--- src/rtl/slow_mult_pipeline_pkg.sv ---
// Shared constants and helpers for the pipelined shift-and-add multiplier.
//   default_wordsize : operand width used when the parent does not override it
//   min_wordsize     : smallest operand width the pipeline structure supports
//   stage_count()    : number of register stages for a given operand width
package slow_mult_pipeline_pkg;

  localparam int unsigned default_wordsize = 16;
  localparam int unsigned min_wordsize     = 2;

  // Each operand bit except the last is retired by one register stage.
  // The last partial product is folded into the combinational output add.
  function automatic int unsigned stage_count(input int unsigned wordsize);
    return wordsize - 1;
  endfunction

endpackage

--- src/rtl/slow_mult_pipeline_stage.sv ---
// One shift-and-add stage of the multiplier pipeline.
// The stage adds the partial product selected by the low multiplier bit
// of the previous stage, then shifts the operands for the next stage.
// Ports:
//   clk             : rising-edge clock
//   reset           : asynchronous active-low clear of all stage registers
//   enable          : stage advances only when high, otherwise holds
//   in_1_shift_prev : shifted multiplicand from the previous stage (2*wordsize)
//   in_2_shift_prev : shifted multiplier from the previous stage (wordsize)
//   tmp_result_prev : accumulated partial sum from the previous stage (2*wordsize)
//   in_1_shift      : registered multiplicand, shifted left by one
//   in_2_shift      : registered multiplier, shifted right by one
//   tmp_result      : registered accumulated partial sum
module slow_mult_pipeline_stage #(
  parameter int unsigned wordsize = 16
) (
  input  logic                    clk,
  input  logic                    reset,
  input  logic                    enable,
  input  logic [2*wordsize-1:0]   in_1_shift_prev,
  input  logic [wordsize-1:0]     in_2_shift_prev,
  input  logic [2*wordsize-1:0]   tmp_result_prev,
  output logic [2*wordsize-1:0]   in_1_shift,
  output logic [wordsize-1:0]     in_2_shift,
  output logic [2*wordsize-1:0]   tmp_result
);

  logic [2*wordsize-1:0] partial;

  assign partial = in_2_shift_prev[0] ? in_1_shift_prev : '0;

  always_ff @(posedge clk or negedge reset) begin
    if (!reset) begin
      in_1_shift <= '0;
      in_2_shift <= '0;
      tmp_result <= '0;
    end else if (enable) begin
      in_1_shift <= in_1_shift_prev << 1;
      in_2_shift <= in_2_shift_prev >> 1;
      tmp_result <= tmp_result_prev + partial;
    end
  end

endmodule

--- src/rtl/slow_mult_pipeline.sv ---
// Pipelined unsigned shift-and-add multiplier: one adder per stage, one new
// operand pair accepted on every enabled edge. The product of operands
// sampled at enabled edge k is visible on out after enabled edge k+N-1,
// where N = wordsize-1 is the number of register stages.
// Ports:
//   clk    : rising-edge clock
//   reset  : asynchronous active-low clear of every pipeline register
//   enable : pipeline advance; all registers hold while low
//   in_1   : multiplicand, unsigned (wordsize bits)
//   in_2   : multiplier, unsigned (wordsize bits)
//   out    : unsigned product (2*wordsize bits), combinational from last stage
module slow_mult_pipeline
  import slow_mult_pipeline_pkg::*;
#(
  parameter int unsigned wordsize = default_wordsize
) (
  input  logic                    clk,
  input  logic                    reset,
  input  logic                    enable,
  input  logic [wordsize-1:0]     in_1,
  input  logic [wordsize-1:0]     in_2,
  output logic [2*wordsize-1:0]   out
);

  localparam int unsigned n_stages = stage_count(wordsize);

  // Stage-indexed views of the pipeline; every element is driven by exactly
  // one continuous source (stage 0 registers or a stage instance).
  logic [2*wordsize-1:0] in_1_shift [n_stages];
  logic [wordsize-1:0]   in_2_shift [n_stages];
  logic [2*wordsize-1:0] tmp_result [n_stages];

  logic [2*wordsize-1:0] in_1_ext;
  logic [2*wordsize-1:0] s0_in_1_shift;
  logic [wordsize-1:0]   s0_in_2_shift;
  logic [2*wordsize-1:0] s0_tmp_result;

  assign in_1_ext = {{wordsize{1'b0}}, in_1};

  // NOTE: the reset branch sits in the sensitivity list so clearing happens
  // immediately, and all state is written with <= so every register sees
  // the pre-edge values of its neighbours.
  always_ff @(posedge clk or negedge reset) begin
    if (!reset) begin
      s0_in_1_shift <= '0;
      s0_in_2_shift <= '0;
      s0_tmp_result <= '0;
    end else if (enable) begin
      s0_in_1_shift <= in_1_ext << 1;
      s0_in_2_shift <= in_2 >> 1;
      s0_tmp_result <= in_2[0] ? in_1_ext : '0;
    end
  end

  assign in_1_shift[0] = s0_in_1_shift;
  assign in_2_shift[0] = s0_in_2_shift;
  assign tmp_result[0] = s0_tmp_result;

  // Stages 1..N-1; the loop is empty when wordsize is 2.
  for (genvar i = 1; i < n_stages; i++) begin : g_stage
    slow_mult_pipeline_stage #(
      .wordsize (wordsize)
    ) u_stage (
      .clk             (clk),
      .reset           (reset),
      .enable          (enable),
      .in_1_shift_prev (in_1_shift[i-1]),
      .in_2_shift_prev (in_2_shift[i-1]),
      .tmp_result_prev (tmp_result[i-1]),
      .in_1_shift      (in_1_shift[i]),
      .in_2_shift      (in_2_shift[i]),
      .tmp_result      (tmp_result[i])
    );
  end

  // The final partial product is added combinationally so latency is N
  // enabled edges rather than N+1.
  assign out = tmp_result[n_stages-1]
             + (in_2_shift[n_stages-1][0] ? in_1_shift[n_stages-1] : '0);

endmodule

--- config.mk ---
export PLATFORM = sky130hd
export DESIGN_NAME = slow_mult_pipeline
export DESIGN_NICKNAME = d
export VERILOG_FILES = /design/src/rtl/slow_mult_pipeline_pkg.sv /design/src/rtl/slow_mult_pipeline_stage.sv /design/src/rtl/slow_mult_pipeline.sv
export SDC_FILE = /design/constraint.sdc
export NUM_CORES = 1
export LEC_CHECK = 0
export CORE_ASPECT_RATIO = 0.75
export CORE_MARGIN = 10
export CORE_UTILIZATION = 45
export DETAILED_ROUTE_END_ITERATION = 16
export PLACE_DENSITY = 0.69
export SETUP_SLACK_MARGIN = 0.1
export SYNTH_ARGS = -nofsm -noshare
export SYNTH_HDL_FRONTEND = slang
export SYNTH_SLANG_ARGS = --single-unit
--- constraint.sdc ---
create_clock -name clk -period 6.48 [get_ports clk]
set_clock_uncertainty 0.05 [all_clocks]
set_input_delay 1.296 -clock clk [delete_from_list [all_inputs] [get_ports clk]]
set_output_delay 1.296 -clock clk [all_outputs]
set_load 0.1 [all_outputs]
==> impl_metrics.csv, run 1 <==
group,metric,value,unit
outcome,status,"finished, final reports clean",
clocking,clk_latency,630,ps
placed_design,pre_cts_slack,1070,ps
worst_setup_path,critPathMaxFanout,17,
clocking,cts_root_buf,"clkbuf_16",
worst_setup_path,r2r-end,"g_stage[3].u_stage.tmp_result[15]",
worst_hold_path,hp-class,"reg2reg",
logic_synthesis,ys_seq_area_share,46.8,%
placed_design,hpwl,51.8,mm
worst_setup_path,cp_num_buf_inv,1,
logic_synthesis,synthDistinctLibCells,68,
clocking,clk_pin_slew,60,ps
worst_hold_path,hold_depth,1,
clocking,cts.sinks,719,
sta,rsz0062_at_grt,"false",
floorplan,num_io_pins,67,
sta,fin_crit,5740,ps
worst_setup_path,path_cells,"and2_1 -> ha_1 -> fa_1 -> a21o_1 -> a31oi_1 -> o21ai_0 -> a311oi_1 -> xnor2_1 -> clkdlybuf4s50_1",
logic_synthesis,synth_top_area_share,46.8,%
sta,tightestPinTransition,1060,ps
grt,grt_pass1_wl,129,mm
sta,setup_slack,740,ps
clocking,htree_num_levels,3,
placed_design,gp_routability_congestion,0.847,
power_and_ir_drop,power-per-cell-area,554,mW/mm2
logic_synthesis,syn-num-nets,3583,
layout,fin_area,0.0426,mm2
sta,fmax,174,MHz
layout,fillers,7385,
logic_synthesis,synth_top_cell_by_area,"dfrtp_1",
placed_design,io_buffers,66,
logic_synthesis,yosys_warnings,0,
placed_design,placed_area,0.0401,mm2
layout,layout.nets,3608,
power_and_ir_drop,p_leak,0.0190,uW
floorplan,die_width,357,um
worst_setup_path,ff2ff_setup_slack,2990,ps
worst_setup_path,crit_family,"buffers and inverters",
worst_setup_path,r2r_start,"g_stage[2].u_stage.in_2_shift[0]",
detailed_routing,routed_wl,75.8,mm
grt,grt_max_degree,181,
worst_hold_path,min_from,"g_stage[8].u_stage.in_2_shift[1]",
floorplan,dieArea,0.0976,mm2
detailed_routing,drt_pass1_iterations,5,
clocking,cts_buffer_depth,3,
detailed_routing,drt_iter0_drc,1733,
worst_setup_path,rr_worst_depth,10,
sta,slew_headroom,29.5,%
sta,hold_viol_final,0,
clocking,hold_buffers,0,
clocking,ctsResizeCount,0,
detailed_routing,avgViaCountPerCell,5.45,
logic_synthesis,ys_async_sr_fraction,100,%
logic_synthesis,netlist_area,0.0384,mm2
clocking,post-cts-setup-buffers,0,
grt,track_usage,15.6,%
worst_setup_path,crit_type,"reg2out",
worst_hold_path,whs_endpoint,"g_stage[9].u_stage.in_2_shift[0]",
layout,drive_gt1_share,22.9,%
sta,fin_crit_sh,88.6,%
power_and_ir_drop,ir_drop,487,uV
sta,drv_slew,0,
detailed_routing,ant_nets,0,
layout,area_delta_synth_final,10.9,%
worst_setup_path,crit_required,5130,ps
detailed_routing,drc,0,
sta,setup_violations,0,
layout,layout.area.seq,0.0180,mm2
worst_setup_path,cp_slowest_cell,"clkdlybuf4s50_1",
worst_setup_path,cp_slowest_stage_delay,1150,ps
worst_setup_path,startpoint_type,"flip-flop",
flow_run,drv_cap,0,
floorplan,start_util,45.5,%
layout,n_antenna_cell,0,
detailed_routing,routedWlPerCell,16.8,um
sta,finalSetupTns,0,ps
worst_setup_path,cp_data_arrival_time,4390,ps
detailed_routing,vias,24567,
floorplan,fp-row-count,92,
worst_setup_path,endpoint_kind,"primary output",
logic_synthesis,synthTopCellsByArea,"dfrtp_1, mux2_2, ha_1, and2_1, xnor2_1",
layout,multi_input_area,0.0196,mm2
logic_synthesis,synth-seq-cells,719,
clocking,cts_tree,"yes",
floorplan,die_h,273,um
grt,grt_antenna_before_repair,0,
grt,grt_pass1_vias,24063,
logic_synthesis,synth-main-ff-cell,"dfrtp_1",
grt,grt_remaining_overflow,0,
logic_synthesis,synth.avg_cell_area,11.7,um2
logic_synthesis,ys_top_cells_by_count,"dfrtp_1, mux2_2, and2_1, ha_1, a21oi_1",
power_and_ir_drop,power,23600,uW
clocking,numCtsBuffers,76,
floorplan,coreArea,0.0844,mm2
logic_synthesis,synthCells,3294,
logic_synthesis,synth.most_common_cell,"dfrtp_1",
logic_synthesis,synth-edff-count,0,
## logic make-up (layout without fill, tap and decap cells)
| logic type | after synthesis | after routing | synth area share, % |
|---|---|---|---|
| simple gates | 688 | 688 | 9.41 |
| flops | 719 | 719 | 46.8 |
| xor+xnor | 179 | 179 | 4.08 |
| compound gates | 644 | 644 | 11.0 |
| mux | 616 | 616 | 18.1 |
| fa+ha+maj | 254 | 254 | 8.57 |
| buf+inv | 194 | 278 | 2.04 |
## through the flow
| step | hold WS, ps | std cells | util, % |
|---|---|---|---|
| after CTS | 443 | 4506 | 50.5 |
| after global routing | 457 | 4506 | 50.5 |
| after floorplan | 407 | 3294 | - |
| final | 437 | 4506 | 50.5 |
| after detailed placement | 429 | 4369 | 47.6 |
| after global placement | 425 | 4369 | 47.6 |
## layout by cell type (no fill, tap or decap), types with 32 or more instances in the layout
cell	n
a211oi_1	42
a21o_1	89
a21oi_1	172
a31oi_1	34
and2_1	253
clkbuf_16	79
clkdlybuf4s50_1	61
dfrtp_1	719
ha_1	239
inv_1	60
mux2_2	612
nand2_1	100
nand3_1	51
nor2_1	151
o21a_1	32
o21ai_0	122
o21bai_1	34
xnor2_1	127
xor2_1	52
## area by class of cell
cell class,count,area share [%]
multi-input cells,2381,46.1
flip-flops and latches,719,42.2
clock buffers,109,5.21
well taps,1128,3.31
repair buffers,80,1.99
clock inverters,28,0.599
inverters,61,0.538
## layer usage
metal,vias up,global-route usage (%),part of all wire (%)
met2,405,20.9,39
met3,104,2.52,4.4
li1,11976,-,-
met5,-,0,0
met4,0,3.99,2.0
met1,12082,25.1,55
## sequential cells by signal (all words and copies together) (netlist names)
name                        flops
g_stage.u_stage.in_1_shift    224
s0_in_1_shift                  16
s0_in_2_shift                  15
g_stage.u_stage.in_2_shift    105
g_stage.u_stage.tmp_result    343
s0_tmp_result                  16
## report_power, final
group          total (uW)  leakage, uW  internal (uW)  switching (uW)
combinational       11600      0.00919           5180            6370
clock                4340      0.00123           2510            1830
sequential           7720      0.00856           6370            1360
## worst register-to-register path: stages, from the launching register on
cell     delay (ps)
dfrtp_1         590
and2_1          280
ha_1            220
fa_1            450
a21oi_1         180
nor2b_1          90
a311o_1         400
o31ai_2         440
o21ai_1         220
xor2_1          180
mux2_2          270
## worst max path at each step
stage	startpoint	end	slack (ps)	depth (start not counted)
2_1_floorplan	g_stage[14].u_stage.in_2_shift[0]	out[31]	1000	10
3_3_place_gp	g_stage[14].u_stage.in_2_shift[0]	out[31]	1090	11
3_5_place_dp	g_stage[14].u_stage.in_2_shift[0]	out[31]	1070	11
4_1_cts	g_stage[14].u_stage.in_2_shift[0]	out[31]	400	11
5_1_grt	g_stage[14].u_stage.in_2_shift[0]	out[28]	420	10
6_report	g_stage[14].u_stage.in_2_shift[0]	out[25]	740	9
Note: power is estimated with default switching activity, not from simulation.
==> run 2, diff against run 1 <==
ABC_AREA = 0   (was unset)
CORE_UTILIZATION = 52   (was 45)
PLACE_DENSITY = 0.76   (was 0.69)
==> impl_metrics.csv, run 2 (synthesis gave the netlist of run 1 again) <==
group,metric,value,unit
grt,grt_pass1_vias,24333,
grt,grt_pass1_wl,127,mm
worst_setup_path,critPathMaxFanout,17,
floorplan,die_h,255,um
clocking,post-cts-setup-buffers,0,
clocking,hold_buffers,0,
worst_setup_path,cp_slowest_stage_delay,980,ps
outcome,status,"finished, final reports clean",
clocking,clk_latency,610,ps
worst_setup_path,startpoint,"g_stage[14].u_stage.in_2_shift[0]",
floorplan,start_util,52.4,%
detailed_routing,avgViaCountPerCell,5.69,
power_and_ir_drop,p_leak,0.0189,uW
placed_design,pre_cts_slack,1190,ps
detailed_routing,vias,24744,
grt,grt_max_degree,190,
sta,fmax,170,MHz
sta,finalSetupTns,0,ps
sta,tightestPinTransition,1060,ps
power_and_ir_drop,ir_drop,583,uV
worst_setup_path,critical_path.most_common_cell,"o21ai_0",
grt,grt_remaining_overflow,0,
sta,timing.hold.ws,437,ps
worst_setup_path,crit_required,5130,ps
clocking,htree_num_levels,3,
worst_setup_path,cp_slowest_cell,"clkdlybuf4s50_1",
worst_setup_path,cp_data_arrival_time,4540,ps
floorplan,fp-row-count,86,
sta,fin_crit_sh,90.9,%
sta,slew_headroom,29.6,%
sta,rsz0062_at_grt,"false",
worst_setup_path,crit_type,"reg2out",
layout,largest_reg_flops,343,
clocking,ctsResizeCount,0,
detailed_routing,routed_wl,74.9,mm
clocking,numCtsBuffers,75,
layout,reg_top3,"g_stage.u_stage.tmp_result (343), g_stage.u_stage.in_1_shift (224), g_stage.u_stage.in_2_shift (105)",
clocking,cts.sinks,719,
worst_hold_path,hp-class,"reg2reg",
clocking,clk_pin_slew,60,ps
grt,grt_antenna_before_repair,0,
placed_design,gp_routability_congestion,0.860,
layout,area_delta_synth_final,10.3,%
sta,fin_crit,5890,ps
sta,drv_slew,0,
detailed_routing,ant_nets,0,
sta,setup_slack,591,ps
floorplan,coreArea,0.0734,mm2
worst_setup_path,startpoint_type,"flip-flop",
flow_run,drv_cap,0,
sta,hold_viol_final,0,
floorplan,die_width,334,um
layout,drive_gt1_share,22.9,%
layout,top_register,"g_stage.u_stage.tmp_result",
layout,layout.nets,3608,
layout,final_common_cell,"dfrtp_1",
worst_setup_path,endpoint_kind,"primary output",
detailed_routing,drc,0,
worst_setup_path,crit_family,"compound AO/OA/AOI/OAI gates",
layout,fillers,6015,
detailed_routing,drt_pass1_iterations,5,
clocking,cts_root_buf,"clkbuf_16",
worst_setup_path,cp_num_buf_inv,2,
power_and_ir_drop,power-per-cell-area,556,mW/mm2
sta,setup_violations,0,
floorplan,num_io_pins,67,
worst_setup_path,path_cells,"buf_4 -> and2_1 -> ha_1 -> fa_1 -> a21o_1 -> a31oi_1 -> o21ai_0 -> a311oi_1 -> o21ai_0 -> a31oi_1 -> o21ai_0 -> clkdlybuf4s50_1",
grt,track_usage,17.5,%
layout,utilization,57.7,%
placed_design,hpwl,51.2,mm
detailed_routing,drt_iter0_drc,1915,
worst_setup_path,r2r_start,"g_stage[2].u_stage.in_2_shift[0]",
clocking,cts_buffer_depth,3,
placed_design,io_buffers,66,
layout,mostFrequentLayoutCells,"dfrtp_1, mux2_2, and2_1",
clocking,cts_tree,"yes",
floorplan,dieArea,0.0853,mm2
detailed_routing,routedWlPerCell,17.2,um
worst_hold_path,min_from,"g_stage[5].u_stage.tmp_result[8]",
## run 2: final timing paths
kind | endpoint | slack, ps | cells past startpoint
min | g_stage[5].u_stage.tmp_result[8] | 440 | 1
min in group asynchronous | g_stage[14].u_stage.tmp_result[7] | 660 | 1
max reg2reg | g_stage[3].u_stage.tmp_result[17] | 2950 | 10
max | out[31] | 590 | 12
min reg2reg | g_stage[5].u_stage.tmp_result[8] | 440 | 1
max in group asynchronous | g_stage[6].u_stage.in_1_shift[11] | 4230 | 2
## run 2: worst reg2reg max path, delay by kind of cell (launching register included)
family | cells | cell delay (ps)
AO/OA/AOI/OAI | 6 | 1750
adder cells (fa/ha/maj) | 2 | 650
flip-flops | 1 | 600
AND/OR/NAND/NOR | 2 | 370
## run 2: final cells by class
class | count | area (um2) | area share (%)
Multi-Input combinational cell | 2381 | 19600 | 46.4
Sequential cell | 719 | 18000 | 42.5
Clock buffer | 109 | 2200 | 5.18
Tap cell | 968 | 1210 | 2.86
Timing Repair Buffer | 81 | 853 | 2.01
Clock inverter | 24 | 241 | 0.570
Inverter | 61 | 229 | 0.540
Antenna cell | 2 | 5.00 | 0.0118
## run 2: per-stage QoR
stage / cells / area [um2] / total power, uW
floorplan: 3294 / 38400 / 16600
global placement: 4210 / 39900 / 18900
detailed placement: 4210 / 39900 / 19200
CTS: 4343 / 42400 / 23700
global route: 4343 / 42400 / 25300
finish: 4345 / 42400 / 23600
## run 2: power breakdown
part,internal [uW],leakage (uW),switching (uW)
clock network,2480,0.00121,1790
logic,5190,0.00918,6390
registers,6370,0.00856,1350
total,14000,0.0189,9530
## run 2: per-layer routing
layer	up-vias	track usage (%)	share of wire, %
li1	11969	-	-
met1	12228	27.9	54
met2	457	24.1	40
met3	90	2.84	4.6
met4	0	4.03	1.7
met5	-	0	0
==> run 3, diff against run 2 <==
PLACE_DENSITY = 0.77   (was 0.76)
==> impl_metrics.csv, run 3 (synthesis gave the netlist of run 1 again) <==
group,metric,value,unit
sta,fin_crit,5710,ps
floorplan,fp-row-count,86,
clocking,clk_latency,610,ps
sta,setup_slack,770,ps
grt,grt_antenna_before_repair,0,
layout,layout.nets,3607,
sta,setup_violations,0,
layout,multi_input_area,0.0196,mm2
power_and_ir_drop,switching_share,40.1,%
power_and_ir_drop,p_sw,9520,uW
worst_setup_path,crit_type,"reg2out",
floorplan,dieArea,0.0853,mm2
clocking,hold_buffers,0,
layout,reg_top3,"g_stage.u_stage.tmp_result (343), g_stage.u_stage.in_1_shift (224), g_stage.u_stage.in_2_shift (105)",
detailed_routing,routed_wl,75.2,mm
worst_setup_path,critPathMaxFanout,2,
layout,fin_area,0.0425,mm2
placed_design,hpwl,51.3,mm
power_and_ir_drop,internal-power,14200,uW
power_and_ir_drop,ir_drop,614,uV
layout,layout.area.seq,0.0180,mm2
sta,rsz0062_at_grt,"false",
floorplan,coreArea,0.0734,mm2
sta,fmax,175,MHz
layout,n_antenna_cell,0,
detailed_routing,avgViaCountPerCell,5.72,
floorplan,die_h,255,um
grt,grt_pass1_vias,24575,
worst_setup_path,endpoint_kind,"primary output",
power_and_ir_drop,p_leak,0.0190,uW
placed_design,io_buffers,66,
power_and_ir_drop,power-per-cell-area,559,mW/mm2
outcome,status,"finished, final reports clean",
grt,grt_remaining_overflow,0,
worst_setup_path,crit_required,5130,ps
layout,largest_reg_flops,343,
layout,top_register,"g_stage.u_stage.tmp_result",
power_and_ir_drop,combPwrFrac,48.8,%
detailed_routing,drt_iter0_drc,1982,
worst_setup_path,startpoint_type,"flip-flop",
clocking,cts.sinks,719,
floorplan,num_io_pins,67,
worst_setup_path,cp_data_arrival_time,4360,ps
clocking,ctsResizeCount,0,
sta,hold_viol_final,0,
detailed_routing,ant_nets,0,
detailed_routing,vias,24792,
clocking,cts_root_buf,"clkbuf_16",
detailed_routing,routedWlPerCell,17.3,um
layout,mostFrequentLayoutCells,"dfrtp_1, mux2_2, and2_1",
power_and_ir_drop,power,23800,uW
sta,slew_headroom,31.3,%
power_and_ir_drop,power_frac_seq,32.5,%
sta,tightestPinTransition,1030,ps
clocking,post-cts-setup-buffers,0,
grt,track_usage,17.7,%
clocking,clk_pin_slew,60,ps
placed_design,placed_area,0.0399,mm2
layout,final_common_cell,"dfrtp_1",
clocking,cts_tree,"yes",
layout,area_delta_synth_final,10.5,%
grt,grt_pass1_wl,129,mm
worst_hold_path,hp-class,"reg2reg",
worst_setup_path,rr_worst_depth,10,
layout,fillers,5947,
power_and_ir_drop,pwr-share-clk,18.7,%
clocking,numCtsBuffers,74,
layout,drive_gt1_share,22.8,%
flow_run,drv_cap,0,
layout,utilization,57.9,%
detailed_routing,drt_pass1_iterations,5,
floorplan,die_width,334,um
placed_design,pre_cts_slack,1340,ps
sta,finalSetupTns,0,ps
worst_hold_path,hold_depth,1,
detailed_routing,drc,0,
placed_design,gp_routability_congestion,0.855,
sta,drv_slew,0,
sta,fin_crit_sh,88.1,%
floorplan,start_util,52.4,%
clocking,htree_num_levels,3,
grt,grt_max_degree,174,
clocking,cts_buffer_depth,3,
[run 3: metrics by stage]
step / hold WS (ps) / std cells
after detailed placement: 429 / 4210
final: 440 / 4338
after floorplan: 407 / 3294
after global placement: 424 / 4210
after CTS: 442 / 4338
after global routing: 455 / 4338
[run 3: final cells by class]
type	count	area share [%]
clock buffers	109	5.22
clock inverters	19	0.728
inverters	61	0.539
multi-input cells	2381	46.3
flip-flops and latches	719	42.4
well taps	968	2.85
repair buffers	81	2.04
[run 3: worst paths after layout]
check	startpoint	to	slack (ps)
min in group asynchronous	reset	g_stage[14].u_stage.tmp_result[16]	660
min	g_stage[9].u_stage.tmp_result[12]	g_stage[9].u_stage.tmp_result[12]	440
max in group asynchronous	reset	g_stage[6].u_stage.tmp_result[1]	4320
max reg2reg	g_stage[2].u_stage.in_2_shift[0]	g_stage[3].u_stage.tmp_result[15]	2880
max	g_stage[14].u_stage.in_1_shift[15]	out[31]	770
min reg2reg	g_stage[9].u_stage.tmp_result[12]	g_stage[9].u_stage.tmp_result[12]	440
[run 3: critical path, cell delays in order (launching register included)]
cell and delay [ps]:
dfrtp_1 370, and2_1 150, ha_1 220, fa_1 430, a21o_1 200, a31oi_1 240, o21ai_0 160, a311oi_1 410
o21ai_0 200, a31oi_1 270, o21ai_0 120, clkdlybuf4s50_1 970
[run 3: power groups by stage]
| stage | combinational [uW] | clock, uW | sequential, uW |
|---|---|---|---|
| detailed placement | 11400 | 0 | 7810 |
| global placement | 11200 | 0 | 7740 |
| CTS | 11500 | 4560 | 7740 |
| global route | 12800 | 4730 | 8000 |
| finish | 11600 | 4440 | 7730 |
| floorplan | 9460 | 0 | 7170 |
[run 3: layer usage]
metal | vias up | share of wire [%] | global-route usage, %
met5 | - | 0 | 0
met4 | 0 | 1.9 | 4.03
met1 | 12270 | 53 | 28.3
li1 | 11904 | - | -
met3 | 99 | 5.1 | 2.95
met2 | 519 | 40 | 24.2
